`src/rtl/wb4_bus_arbiter.sv`:
```
// Purpose: two-master (instruction, data) to one-slave Wishbone B4 pipelined arbiter with watchdog.
// Latency: 1 cycle request-to-grant; datapath is combinational from the registered grant.
// Backpressure: slave m_stall is passed to the owner only; a non-owner and both masters in IDLE see stall=1.
//
// Ports:
//   clk, rst        clock (rising edge) and asynchronous active-low reset
//   i_* / d_*       instruction / data master: cyc, stb, we, adr, dat_w, sel in; dat_r, ack, err, stall out
//   m_*             slave port: cyc, stb, we, adr, dat_w, sel out; dat_r, ack, err, stall in
module wb4_bus_arbiter #(
    parameter int ADDR_W      = 32,
    parameter int DATA_W      = 32,
    parameter int DATA_PRIO   = 1,
    parameter int TIMEOUT_CYC = 255
) (
    input  logic                clk,
    input  logic                rst,

    input  logic                i_cyc,
    input  logic                i_stb,
    input  logic                i_we,
    input  logic [ADDR_W-1:0]   i_adr,
    input  logic [DATA_W-1:0]   i_dat_w,
    input  logic [DATA_W/8-1:0] i_sel,
    output logic [DATA_W-1:0]   i_dat_r,
    output logic                i_ack,
    output logic                i_err,
    output logic                i_stall,

    input  logic                d_cyc,
    input  logic                d_stb,
    input  logic                d_we,
    input  logic [ADDR_W-1:0]   d_adr,
    input  logic [DATA_W-1:0]   d_dat_w,
    input  logic [DATA_W/8-1:0] d_sel,
    output logic [DATA_W-1:0]   d_dat_r,
    output logic                d_ack,
    output logic                d_err,
    output logic                d_stall,

    output logic                m_cyc,
    output logic                m_stb,
    output logic                m_we,
    output logic [ADDR_W-1:0]   m_adr,
    output logic [DATA_W-1:0]   m_dat_w,
    output logic [DATA_W/8-1:0] m_sel,
    input  logic [DATA_W-1:0]   m_dat_r,
    input  logic                m_ack,
    input  logic                m_err,
    input  logic                m_stall
);

    localparam int SEL_W = DATA_W / 8;
    localparam int CNT_W = ($clog2(TIMEOUT_CYC + 2) < 4) ? 4 : $clog2(TIMEOUT_CYC + 2);
    // Watchdog fires on the cycle that would be the TIMEOUT_CYC-th waiting cycle.
    localparam logic [CNT_W-1:0] WD_LAST = (TIMEOUT_CYC == 0) ? '0 : CNT_W'(TIMEOUT_CYC - 1);
    localparam logic [CNT_W-1:0] CNT_ONE = CNT_W'(1);

    typedef enum logic [1:0] {
        IDLE  = 2'd0,
        GNT_I = 2'd1,
        GNT_D = 2'd2
    } state_t;

    state_t             state;
    state_t             state_nxt;
    logic               last_d;      // last grant went to the data master
    logic               last_d_nxt;
    logic [CNT_W-1:0]   outst;
    logic [CNT_W-1:0]   wdog;

    logic               own_i;
    logic               own_d;
    logic               sel_cyc;
    logic               sel_stb;
    logic               sel_we;
    logic [ADDR_W-1:0]  sel_adr;
    logic [DATA_W-1:0]  sel_dat_w;
    logic [SEL_W-1:0]   sel_sel;
    logic               resp;
    logic               accept;
    logic               wd_fire;

    assign own_i = (state == GNT_I);
    assign own_d = (state == GNT_D);
    assign resp  = m_ack | m_err;

    // Owner mux; everything reads zero while nobody owns the bus.
    always_comb begin
        sel_cyc   = 1'b0;
        sel_stb   = 1'b0;
        sel_we    = 1'b0;
        sel_adr   = '0;
        sel_dat_w = '0;
        sel_sel   = '0;
        if (own_i) begin
            sel_cyc   = i_cyc;
            sel_stb   = i_stb;
            sel_we    = i_we;
            sel_adr   = i_adr;
            sel_dat_w = i_dat_w;
            sel_sel   = i_sel;
        end else if (own_d) begin
            sel_cyc   = d_cyc;
            sel_stb   = d_stb;
            sel_we    = d_we;
            sel_adr   = d_adr;
            sel_dat_w = d_dat_w;
            sel_sel   = d_sel;
        end
    end

    assign wd_fire = (TIMEOUT_CYC != 0) && (own_i || own_d) && (outst != '0)
                     && !resp && (wdog == WD_LAST);

    // The forced drop on a watchdog fire kills the cycle in the same clock.
    assign m_cyc   = sel_cyc & ~wd_fire;
    assign m_stb   = sel_cyc & sel_stb & ~wd_fire;
    assign m_we    = sel_we;
    assign m_adr   = sel_adr;
    assign m_dat_w = sel_dat_w;
    assign m_sel   = sel_sel;

    assign i_dat_r = m_dat_r;
    assign d_dat_r = m_dat_r;
    assign i_ack   = own_i & m_ack;
    assign i_err   = own_i & (m_err | wd_fire);
    assign i_stall = ~own_i | m_stall;
    assign d_ack   = own_d & m_ack;
    assign d_err   = own_d & (m_err | wd_fire);
    assign d_stall = ~own_d | m_stall;

    assign accept  = m_stb & ~m_stall;

    always_comb begin
        state_nxt  = state;
        last_d_nxt = last_d;
        case (state)
            IDLE: begin
                // With both requesting, round-robin hands the bus to whoever did not have it last.
                if (d_cyc && (!i_cyc || (DATA_PRIO != 0) || !last_d)) begin
                    state_nxt = GNT_D;
                end else if (i_cyc) begin
                    state_nxt = GNT_I;
                end
            end
            GNT_I: begin
                if (!i_cyc || wd_fire) begin
                    state_nxt  = IDLE;
                    last_d_nxt = 1'b0;
                end
            end
            GNT_D: begin
                if (!d_cyc || wd_fire) begin
                    state_nxt  = IDLE;
                    last_d_nxt = 1'b1;
                end
            end
            default: begin
                state_nxt = IDLE;
            end
        endcase
    end

    always_ff @(posedge clk or negedge rst) begin
        if (!rst) begin
            state  <= IDLE;
            last_d <= 1'b0;
        end else begin
            state  <= state_nxt;
            last_d <= last_d_nxt;
        end
    end

    // Outstanding/watchdog are per grant: wiped whenever the bus is or becomes unowned.
    always_ff @(posedge clk or negedge rst) begin
        if (!rst) begin
            outst <= '0;
            wdog  <= '0;
        end else if (state == IDLE || state_nxt == IDLE) begin
            outst <= '0;
            wdog  <= '0;
        end else begin
            if (accept && !resp) begin
                outst <= outst + CNT_ONE;
            end else if (!accept && resp && (outst != '0)) begin
                outst <= outst - CNT_ONE;
            end
            if (resp) begin
                wdog <= '0;
            end else if (outst != '0) begin
                wdog <= wdog + CNT_ONE;
            end
        end
    end

endmodule

```
`config.mk`:
```
export PLATFORM = sky130hd
export DESIGN_NAME = wb4_bus_arbiter
export DESIGN_NICKNAME = d
export VERILOG_FILES = /design/src/rtl/wb4_bus_arbiter.sv
export SDC_FILE = /design/constraint.sdc
export NUM_CORES = 1
export LEC_CHECK = 0
export ABC_CLOCK_PERIOD_IN_PS = 3430
export CORE_AREA = 2 2 123 125
export CTS_CLUSTER_SIZE = 24
export DETAILED_ROUTE_END_ITERATION = 16
export DIE_AREA = 0 0 125 127
export DONT_BUFFER_PORTS = 1
export GPL_ROUTABILITY_DRIVEN = 1
export PLACE_DENSITY = 0.3
export SETUP_SLACK_MARGIN = 0.5
export SLEW_MARGIN = 25
export SYNTH_ARGS = -nofsm -noshare
export SYNTH_HDL_FRONTEND = slang
export SYNTH_SLANG_ARGS = --single-unit
```
`constraint.sdc`:
```
create_clock -name clk -period 3.43 [get_ports clk]
set_input_delay 0.343 -clock clk [delete_from_list [all_inputs] [get_ports clk]]
set_output_delay 0.343 -clock clk [all_outputs]
set_load 0.02 [all_outputs]
```
==> impl_metrics.csv, run 1 <==
group,metric,value,unit
sta,drv_slew,0,
route,vias_per_cell,4.92,
worst_setup_path,endpoint,"outst[6]$_DFFE_PN0P_",
worst_setup_path,crit_slowest_cell,"dfrtp_2",
clock_network,clkTransAtPathRegs,60,ps
sta,fin_crit,2930,ps
synth,syn-cell-area,2630,sq um
worst_setup_path,max_stage_delay,450,ps
placement,placed_area,2360,sq um
route,drc,0,
finish,n_antenna_cell,0,
die,die_w,125,um
finish,nets,452,
sta,slew_headroom,50.3,%
clock_network,cts_sinks,20,
finish,fin_cells,441,
synth,syn_area_per_cell,8.45,sq um
clock_network,cts.htree.levels,1,
synth,ys.warnings.count,0,
sta,timing.final.crit_share,85.3,%
finish,area_growth,4.38,%
finish,final_common_cell,"a22o_1",
synth,synth-seq-cells,20,
worst_setup_path,reg2reg_depth,15,
finish,mostFrequentLayoutCells,"a22o_1, nor2_1, buf_4",
die,num_rows,44,
worst_setup_path,crit_arrival,3110,ps
global_route,antenna_found_initial,0,
die,pin_count,320,
global_route,grt_pass1_vias,2179,
outcome,status,"completed",
worst_setup_path,path_class,"flip-flop to flip-flop",
pwr,p_leak,1.12,nW
synth,yosysTopAreaCell,"a22o_1",
worst_setup_path,start_kind,"flip-flop",
finish,postLayoutCellArea,2740,sq um
worst_hold_path,min_path_type,"input pin to asynchronous set/reset pin",
clock_network,max-clock-path-buffers,2,
worst_setup_path,crit_top_cell,"buf_4",
worst_setup_path,reg2reg_to,"outst[6]$_DFFE_PN0P_",
run,maxCapViolations,0,
route,firstDrtPassIters,4,
global_route,grt_use_total,16.0,%
sta,skew,5.75,ps
route,routed_wl,14100,um
clock_network,cts-root-buf,"clkbuf_16",
finish,final_util,19.0,%
sta,fmax,342,MHz
sta,finalHoldViolations,0,
finish,drive_gt1_share,22.2,%
worst_setup_path,endpoint_kind,"flip-flop",
route,drt-initial-drc-count,86,
worst_setup_path,worst_ep_required_time,3620,ps
synth,yosysTopAreaCellShare,23.0,%
pwr,peakVddDrop,245,uV
synth,synth_nets,505,
synth,ys_seq_area_share,19.0,%
worst_setup_path,r2r_slack,500,ps
global_route,grt_overflow,0,
die,core_area,14400,sq um
sta,final-setup-viol-count,0,
die,die_area,15900,sq um
synth,synth_area_leaders,"a22o_1, dfrtp_1, buf_4, ha_1, nor2_1",
sta,tightest_slew,746,ps
route,vias,2171,
synth,syn_inst,311,
global_route,grt_max_degree,76,
sta,fin_setup_tns,0,ps
placement,dp_hpwl,12100,um
clock_network,cts_inserted_buffers,3,
placement,placed_cells_incl_taps,419,
route,wire_per_inst,32.1,um
worst_setup_path,cp_cell_sequence,"ha_4 > nand3b_1 > a211oi_2 > nand2_1 > buf_4 > buf_4 > buf_4 > buf_4 > buf_4 > buf_4 > buf_6 > buf_6 > o21a_4 > or3_4 > a21oi_2",
worst_setup_path,worstSetupStartpoint,"state[0]$_DFF_PN0_",
clock_network,clk_latency,260,ps
route,antenna_left,0,
die,initial_core_util,18.2,%
sta,rsz0062_at_grt,"yes",
worst_setup_path,timing.rr.start,"state[0]$_DFF_PN0_",
pwr,powerDensity,810,nW/um^2
worst_setup_path,path_max_fanout,4,
placement,place.gp.congestion,0.779,
global_route,grt_pass1_wl,17500,um
placement,portBuffers,0,
synth,synth_cell_type_count,39,
clock_network,cts_tree,"yes",
die,die_y,127,um
[state kept, by name, summed over array words and instances, names as in the netlist]
| name | flops |
|---|---|
| outst | 9 |
| state | 2 |
| wdog | 9 |
[critical path: cells and delay by family, from the launching register on]
kind	cells	cell delay, ps
buffers and inverters	8	940
AND/OR/NAND/NOR	3	670
AO/OA/AOI/OAI	3	610
flip-flops	1	450
adder cells (fa/ha/maj)	1	180
[area by class of cell]
cell class	count	area, sq um
multi-input combinational	200	1680
fill	1637	11700
tap	184	230
clock buffer	3	75.1
clock inverter	1	30.0
sequential	20	502
timing repair buffer	24	189
inverter	9	36.3
[what timing repair did]
action                                  in CTS  in global routing
hold endpoints to repair                    20                  0
endpoints found under the setup margin      37                  4
hold buffers                                 1                  0
buffers inserted                            14                  2
gates cloned                                 1                  0
pin swaps                                   10                  8
gates resized for setup                     19                 11
[how the worst min path moves through the flow]
stage,start,endpoint,slack [ps],depth (start not counted)
finish,rst,outst[5]$_DFFE_PN0P_,50,1
CTS,d_cyc,state[1]$_DFF_PN0_,230,2
floorplan,rst,outst[0]$_DFFE_PN0P_,50,0
detailed placement,rst,outst[5]$_DFFE_PN0P_,50,0
global route,rst,outst[5]$_DFFE_PN0P_,90,1
global placement,rst,outst[4]$_DFFE_PN0P_,50,0
[cells in the mapped netlist, drive strengths merged]
| cell | instances |
|---|---|
| nand4 | 3 |
| o21bai | 1 |
| and3 | 1 |
| o41ai | 2 |
| a211oi | 6 |
| and4 | 2 |
| nor2 | 25 |
| a22o | 69 |
| a22oi | 1 |
| nor4 | 1 |
| o21a | 4 |
| clkbuf | 15 |
| inv | 9 |
| nand3b | 1 |
| nor3 | 3 |
| xnor2 | 7 |
| or3 | 2 |
| dfrtp | 20 |
| or2 | 3 |
| mux2i | 7 |
| or3b | 1 |
| buf | 68 |
| nand3 | 7 |
| and2 | 3 |
| nand2 | 8 |
| nor4b | 2 |
| and2b | 1 |
| fa | 1 |
| nand2b | 2 |
| xor2 | 7 |
| nor2b | 3 |
| a21oi | 8 |
| o21ai | 4 |
| ha | 14 |
[through the flow]
stage,total power (W),hold WS [ps],worst slack [ps]
finish,0.00222,54.7,504
global route,0.00234,85.6,345
CTS,0.00224,227,456
detailed placement,0.00182,48.2,272
global placement,0.00181,48.1,307
floorplan,0.00152,47.4,532
[cell families after synthesis]
| kind of cell | synth area share (%) |
|---|---|
| compound gates | 29.4 |
| xor+xnor | 4.67 |
| fa+ha+maj | 7.43 |
| buf+inv | 22.9 |
| flops | 19.0 |
| mux | 2.67 |
| simple gates | 13.9 |
[layer usage]
layer	part of all wire, %	wire length (um)	GRT usage [%]	vias up
li1	-	-	-	965
met2	38	5400	20.1	148
met3	23	3210	17.0	16
met1	38	5410	18.7	1042
met4	0.86	122	2.29	0
met5	0	0	0	-
[report_power, final]
group          switching [W]  total, W  internal (W)
Combinational        0.00123   0.00163      0.000401
Sequential         0.0000154  0.000263      0.000247
Clock               0.000100  0.000332      0.000232
Total                0.00134   0.00222      0.000880
Note: power is estimated with default switching activity, not from simulation.
==> run 2, diff against run 1 <==
CELL_PAD_IN_SITES_DETAIL_PLACEMENT = 1   (was default)
CELL_PAD_IN_SITES_GLOBAL_PLACEMENT = 1   (was default)
CORE_AREA = 2 2 125 127   (was 2 2 123 125)
DIE_AREA = 0 0 127 129   (was 0 0 125 127)
PLACE_DENSITY = 0.39   (was 0.3)
==> run 2 against run 1 <==
  * Global-route usage is 1.7 points lower
  * Hold slack better by 4.0 ps
  * Die area is 3.2% higher
  * First-iteration DRC count is 17% lower
  * Clock-buffer cell count stayed put
  * Final cell count is 0.45% lower
  * Design area is 2.0% lower
  * Largest cell class unchanged
  * Highest routed layer is now met5
==> impl_metrics.csv, run 2 (synthesis gave the netlist of run 1 again) <==
group,metric,value,unit
outcome,status,"completed",
route,drt-initial-drc-count,71,
sta,tightest_slew,749,ps
worst_setup_path,worst_ep_required_time,3610,ps
worst_setup_path,path_max_fanout,7,
sta,rsz0062_at_grt,"yes",
global_route,antenna_found_initial,1,
placement,place.gp.congestion,0.745,
die,die_y,129,um
sta,timing.final.crit_share,83.1,%
sta,final-setup-viol-count,0,
die,die_area,16400,sq um
global_route,grt_use_total,14.3,%
finish,area_growth,2.29,%
worst_setup_path,endpoint_kind,"flip-flop",
route,routed_wl,13100,um
sta,drv_slew,0,
pwr,powerDensity,808,nW/um^2
die,die_w,127,um
finish,nets,446,
finish,drive_gt1_share,19.9,%
sta,skew,2.93,ps
worst_setup_path,crit_arrival,3030,ps
die,core_area,15000,sq um
clock_network,clkTransAtPathRegs,60,ps
run,maxCapViolations,0,
global_route,grt_pass1_vias,2112,
die,num_rows,45,
route,drc,0,
route,firstDrtPassIters,4,
placement,portBuffers,0,
route,antenna_left,0,
clock_network,cts-root-buf,"clkbuf_16",
pwr,p_leak,1.09,nW
sta,fmax,351,MHz
worst_setup_path,r2r_slack,580,ps
route,vias,2154,
clock_network,cts_sinks,20,
finish,n_antenna_cell,0,
worst_setup_path,start_kind,"flip-flop",
finish,reg_top3,"outst (9), wdog (9), state (2)",
clock_network,cts.htree.levels,1,
clock_network,clk_latency,260,ps
worst_setup_path,path_class,"flip-flop to flip-flop",
finish,mostFrequentLayoutCells,"a22o_1, nor2_1, dfrtp_1",
placement,dp_hpwl,11100,um
die,initial_core_util,17.5,%
sta,slew_headroom,50.1,%
route,vias_per_cell,4.91,
pwr,power,0.00217,W
global_route,grt_pass1_wl,16300,um
global_route,grt_max_degree,73,
worst_hold_path,min_path_type,"input pin to asynchronous set/reset pin",
die,pin_count,320,
clock_network,cts_inserted_buffers,3,
placement,pre_cts_slack,114,ps
finish,final_common_cell,"a22o_1",
pwr,peakVddDrop,290,uV
sta,worst_slack,578,ps
global_route,grt_overflow,0,
sta,finalHoldViolations,0,
sta,fin_crit,2850,ps
clock_network,cts_tree,"yes",
sta,fin_setup_tns,0,ps
finish,final_util,17.9,%
route,wire_per_inst,29.8,um
clock_network,max-clock-path-buffers,2,
## run 2: final timing paths
| path | startpoint | end | cells after the start |
|---|---|---|---|
| max | state[0]$_DFF_PN0_ | outst[8]$_DFFE_PN0P_ | 12 |
| min | rst | wdog[7]$_DFFE_PN0P_ | 1 |
| max reg2reg | state[0]$_DFF_PN0_ | outst[8]$_DFFE_PN0P_ | 12 |
| min reg2reg | wdog[7]$_DFFE_PN0P_ | wdog[7]$_DFFE_PN0P_ | 2 |
| max in group asynchronous | rst | state[0]$_DFF_PN0_ | 1 |
| min in group clk | d_cyc | state[1]$_DFF_PN0_ | 2 |
## run 2: critical path: stages, from the launching register on
cell      delay, ps
dfrtp_2         450
ha_4            190
nand3b_1        180
a211oi_2        270
nand2_1         100
or2_4           310
ha_4            260
nor2b_4         120
o21ai_2         130
a21oi_2          90
o41ai_2         230
mux2i_1         250
mux2i_1         190
## run 2: timing repair
item / CTS / global route
pin swaps: 9 / 19
endpoints found under the setup margin: 8 / 6
gates cloned: 0 / 0
hold endpoints to repair: 20 / 0
resized for setup: 16 / 14
hold buffers: 1 / 0
setup buffers: 12 / 2
## run 2: area by class of cell
type | instances | area [sq um]
Fill cell | 1753 | 12300
Multi-Input combinational cell | 199 | 1660
Sequential cell | 20 | 502
Tap cell | 188 | 235
Timing Repair Buffer | 19 | 148
Clock buffer | 3 | 75.1
Inverter | 9 | 36.3
Clock inverter | 1 | 30.0
## run 2: layer usage
metal | routed length, um | share of wire (%) | vias up | track usage [%]
li1 | - | - | 949 | -
met1 | 5150 | 39 | 1042 | 17.6
met2 | 5120 | 39 | 157 | 18.7
met3 | 2760 | 21 | 4 | 14.0
met4 | 13 | 0.10 | 2 | 0.517
met5 | 17 | 0.13 | - | 0
## run 2: power breakdown
group          switching (W)  internal [W]  leakage [nW]
registers          0.0000147      0.000247         0.276
clock network      0.0000994      0.000232        0.0511
logic                0.00118      0.000396         0.767
total                0.00130      0.000875          1.09
## run 2: per-stage QoR
step           cells  hold slack, ps  area, sq um
2_1_floorplan    311            47.4         2640
3_3_place_gp     420            48.1         2340
3_5_place_dp     420            48.2         2340
4_1_cts          437             238         2620
5_1_grt          439            93.3         2690
6_report         439            58.8         2690
